`config.mk`:
```
export PLATFORM = sky130hd
export DESIGN_NAME = tdm_demux8
export DESIGN_NICKNAME = d
export VERILOG_FILES = /design/src/rtl/tdm_demux8.sv
export SDC_FILE = /design/constraint.sdc
export NUM_CORES = 1
export LEC_CHECK = 0
export ABC_AREA = 1
export BUFFER_PORTS_ARGS = -buffer_cell sky130_fd_sc_hd__buf_4
export CELL_PAD_IN_SITES_DETAIL_PLACEMENT = 0
export CELL_PAD_IN_SITES_GLOBAL_PLACEMENT = 1
export CORE_MARGIN = 5
export CORE_UTILIZATION = 42
export DETAILED_ROUTE_END_ITERATION = 8
export PLACE_DENSITY_LB_ADDON = 0.05
export SKIP_CTS_REPAIR_TIMING = 1
export SYNTH_ARGS = -nofsm -noshare
export SYNTH_HDL_FRONTEND = slang
export SYNTH_SLANG_ARGS = --single-unit
```
`constraint.sdc`:
```
create_clock -name clk -period 3.85 [get_ports clk]
set_input_delay 0 -clock clk [delete_from_list [all_inputs] [get_ports clk]]
set_output_delay 0 -clock clk [all_outputs]
set_load 0.02 [all_outputs]
```
`src/rtl/tdm_demux8.sv`:
```
// Time-division 1-to-8 demultiplexer: steers a serial stream into lanes a..h and emits one parallel word per frame.
// Define TDM_DEMUX_SYNC_ERR_EN to add the sync_err pulse and the saturating err_count.
module tdm_demux8 #(
   parameter int SEL_W          = 3,
   parameter bit FIRST_LANE_LSB = 1'b1
) (
   input  logic                  clk,
   input  logic                  rst,
   input  logic                  din,
   input  logic                  din_valid,
   input  logic                  frame_sync,
   output logic [2**SEL_W-1:0]   dout,
   output logic                  dout_valid,
`ifdef TDM_DEMUX_SYNC_ERR_EN
   output logic                  sync_err,
   output logic [7:0]            err_count,
`endif
   output logic                  locked
);

   // state     | meaning
   // ST_HUNT   | waiting for a valid frame_sync; din ignored
   // ST_LOCKED | aligned; each valid bit fills capture[slot]
   typedef enum logic {ST_HUNT, ST_LOCKED} state_t;

   localparam int LANES = 2**SEL_W;
   localparam logic [SEL_W-1:0] LAST_SLOT = SEL_W'(LANES - 1);

   state_t              state;
   logic [SEL_W-1:0]    slot;
   logic [LANES-1:0]    capture;
   logic [LANES-1:0]    slot_word;
   logic [LANES-1:0]    lane_a_word;

   function automatic logic [SEL_W-1:0] lane_of(input logic [SEL_W-1:0] s);
      return FIRST_LANE_LSB ? s : (LAST_SLOT - s);
   endfunction

   // din placed at the bit position of the current slot, and at lane a
   always_comb begin
      slot_word   = '0;
      lane_a_word = '0;
      slot_word[lane_of(slot)]         = din;
      lane_a_word[lane_of(SEL_W'(0))]  = din;
   end

   always_ff @(posedge clk) begin
      if (rst) begin
         state      <= ST_HUNT;
         slot       <= '0;
         capture    <= '0;
         dout       <= '0;
         dout_valid <= 1'b0;
         locked     <= 1'b0;
`ifdef TDM_DEMUX_SYNC_ERR_EN
         sync_err   <= 1'b0;
         err_count  <= '0;
`endif
      end else begin
         dout_valid <= 1'b0;
`ifdef TDM_DEMUX_SYNC_ERR_EN
         sync_err   <= 1'b0;
`endif
         case (state)
            ST_HUNT: begin
               if (din_valid && frame_sync) begin
                  capture <= lane_a_word;
                  slot    <= SEL_W'(1);
                  state   <= ST_LOCKED;
                  locked  <= 1'b1;
               end
            end
            ST_LOCKED: begin
               if (din_valid) begin
                  if (frame_sync && (slot != '0)) begin
                     // misaligned sync: drop the partial frame and restart at lane a
                     capture <= lane_a_word;
                     slot    <= SEL_W'(1);
`ifdef TDM_DEMUX_SYNC_ERR_EN
                     sync_err <= 1'b1;
                     if (err_count != 8'hFF)
                        err_count <= err_count + 8'd1;
`endif
                  end else if (slot == LAST_SLOT) begin
                     dout       <= capture | slot_word;
                     dout_valid <= 1'b1;
                     capture    <= '0;
                     slot       <= '0;
                  end else begin
                     capture <= capture | slot_word;
                     slot    <= slot + SEL_W'(1);
                  end
               end
            end
            default: begin
               state  <= ST_HUNT;
               locked <= 1'b0;
            end
         endcase
      end
   end

endmodule

```
==> qor.csv <==
stage,metric,value,unit
sta,fin. max-slew vios,0,
power_and_ir_drop,P_sw,98.7,uW
sta,setup violators final,0,
setup_path,"Critical Path, Cell by Cell",ha_1 > ha_1 > inv_1 > nand3_2 > o21ai_0 > nand3_1 > inv_1,
final_layout,ANT cells,0,
clock_tree,clock root buffer master,clkbuf_4,
yosys,Post-synth EDFFs,0,
setup_path,slowest cell on the critical path,dfxtp_1,
place,post-DP HPWL,1490,microns
clock_tree,Clock Latency Late Sink,0.31,ns
clock_tree,H-tree depth,1,
place,Placed Area,1090,sq um
yosys,syn nets,136,
clock_tree,total CTS buffers,3,
final_layout,Finished Cell Area,1170,sq um
power_and_ir_drop,Pint,350,uW
setup_path,arrival time at the worst endpoint,1.67,ns
final_layout,layout cells sized above 1,0.176,
place,routability cong.,0.771,
yosys,"count leader, synth",nand2_1,
power_and_ir_drop,Sw Ratio,0.220,
yosys,Syn Inst Count,128,
setup_path,required time worst endpoint,4.11,ns
floorplanning,die area,3330,sq um
sta,Slew Limit Headroom,0.643,
sta,total negative slack,0,ns
yosys,post-synth top area share,0.461,
yosys,Mean Syn Cell Area,7.47,sq um
yosys,Post-synth top cells,"39 x nand2_1, 22 x dfxtp_1, 14 x nor2_1, 11 x inv_1",
drt,"antenna viol nets, final",0,
sta,Fin. Hold Viols,1,
yosys,Yosys top cell by area,dfxtp_1,
clock_tree,"Reg clk slew, reported paths",0.13,ns
setup_path,kind of cell adding the most delay to the critical path,adder cells,
floorplanning,Die Width,57.7,microns
drt,wire per inst,11.4,microns
power_and_ir_drop,Sequential Power Share,0.522,
setup_path,CP max stage delay,0.37,ns
clock_tree,CTS tree,done,
sta,Max Fclk,0.711,GHz
setup_path,endpoint class of the critical path,flip-flop,
floorplanning,IO Pins,15,
drt,WL final,2010,microns
setup_path,"Max FO, Critical Path",7,
drt,DRT iter0 DRCs,15,
yosys,Yosys warnings,0,
clock_tree,CTS Buffer Depth,2,
power_and_ir_drop,Leak Pwr,0.000536,uW
floorplanning,core area,2190,sq um
global_route,vias in the first global route,806,
yosys,Cell variety after synth,18,
drt,DRC viols,0,
global_route,initial antenna violation count,0,
sta,clock skew,0.00184,ns
global_route,largest net degree at the start of global routing,18,
drt,DR pass1 iterations,4,
yosys,Synth area leaders,"dfxtp_1 46%, nand2_1 15%, nor2_1 5.5%, a21oi_1 4.7%, nand3_1 4.7%",
sta,RSZ-0062 raised after global routing,no,
floorplanning,Die Y,57.7,microns
final_layout,# fillers,213,
global_route,GRT Resource Usage Total,0.129,
yosys,Async SR Flop Fraction,0,
status,outcome,"finished, violations left",
final_layout,fin nets,157,
yosys,sequential-to-total area share from yosys stat,0.461,
power_and_ir_drop,Power Total,448,uW
clock_tree,Clock Sinks,22,
run,Max Cap Viol,0,
sta,Final Critical Period,1.41,ns
worst_hold_path,worst hold path type,in -> reg,
sta,Tcrit/Tclk final,0.365,
power_and_ir_drop,Max IR drop VDD,0.251,mV
power_and_ir_drop,Comb pwr share,0.082,
status,violated checks,negative hold slack,
setup_path,WS Path Type,reg -> reg,
sta,hold_ws,-0.00517,ns
power_and_ir_drop,pwr/cell area,382,nW/um^2
drt,vias,837,
global_route,gr ovfl total,0,
setup_path,CP Launch Type,flip-flop,
setup_path,CP bufs+invs,2,
final_layout,area grow syn2layout,22.8,%
power_and_ir_drop,Clock power frac,0.396,
yosys,Yosys reg bits,22,
drt,drt via density,4.76,
yosys,most common flop cell mapped by yosys,dfxtp_1,
place,number of port buffers,14,
yosys,Post-Syn Area,956,sq um
sta,Worst-Margin Slew,0.534,ns
global_route,first-pass GRT wire length,3390,microns
floorplanning,row cnt,17,
floorplanning,Starting Density,0.436,
-- area by class of cell --
| type | count | area, sq um | share of cell area |
|---|---|---|---|
| Multi-Input combinational cell | 92 | 460 | 0.392 |
| Sequential cell | 22 | 440 | 0.375 |
| Timing Repair Buffer | 17 | 135 | 0.115 |
| Inverter | 13 | 50.0 | 0.0426 |
| Tap cell | 28 | 35.0 | 0.0299 |
| Clock inverter | 1 | 30.0 | 0.0256 |
| Clock buffer | 3 | 22.5 | 0.0192 |
-- sequential cells by signal (all words and copies together) (netlist names) --
name / cells
state: 1
locked: 1
slot: 3
dout: 8
dout_valid: 1
capture: 8
-- cells by family (layout without fill, tap and decap cells) --
group                    count (synthesis)  in the layout  share of synthesized area
AO/OA/AOI/OAI                           22             22                      0.141
AND/OR/NAND/NOR                         67             67                      0.301
flip-flops                              22             22                      0.461
buffers and inverters                   14             34                     0.0576
adder cells (fa/ha/maj)                  3              3                     0.0393
-- worst paths after layout --
kind	cells past startpoint	from	slack [ns]	end
hold / removal	3	frame_sync	-0.005	locked$_SDFFE_PP0P_
setup reg to reg	7	slot[1]$_SDFFE_PP0P_	2.44	capture[2]$_SDFFE_PP0P_
setup / recovery	7	slot[1]$_SDFFE_PP0P_	2.44	capture[2]$_SDFFE_PP0P_
hold reg to reg	2	capture[3]$_SDFFE_PP0P_	0.47	capture[3]$_SDFFE_PP0P_
-- cell usage in the layout, fill, tap and decap left out, types with 2 or more instances in the layout --
master	n
nand2_1	39
nor2_1	14
nand3_2	2
o21ai_0	4
dfxtp_1	22
nand2_2	2
buf_4	14
clkbuf_4	3
nand3_1	9
a21oi_1	9
o21bai_1	5
dlygate4sd3_1	3
o21ai_1	2
ha_1	3
inv_1	11
-- worst reg2reg max path, cell delays in order, from the launching register on --
cell,delay (ns)
dfxtp_1,0.37
ha_1,0.19
ha_1,0.24
inv_1,0.12
nand3_2,0.17
o21ai_0,0.12
nand3_1,0.08
inv_1,0.07
-- power by group through the flow --
stage | combinational [uW] | sequential, uW | clock (uW)
final | 36.7 | 234 | 177
after detailed placement | 34.5 | 239 | 0
after floorplan | 21.4 | 240 | 0
after global placement | 34.7 | 239 | 0
after CTS | 34.7 | 234 | 181
after global routing | 41.2 | 235 | 191
-- stage by stage --
step / worst slack, ns / hold slack (ns) / util / instances
after floorplan: 2.61 / 0.0691 / - / 128
after global placement: 2.52 / 0.215 / 0.498 / 169
after detailed placement: 2.46 / 0.222 / 0.498 / 169
after CTS: 2.44 / -0.123 / 0.522 / 173
after global routing: 2.30 / 0.0168 / 0.536 / 176
final: 2.44 / -0.00517 / 0.536 / 176
-- metal layers --
layer  global-route usage  up-vias  wire length, microns
met5                    0        -                     0
met3               0.0223        2                   128
met4               0.0596        0                    18
met1                0.159      368                   905
met2                0.216       17                   959
li1                     -      450                     -
(Power assumes the default switching activity.)
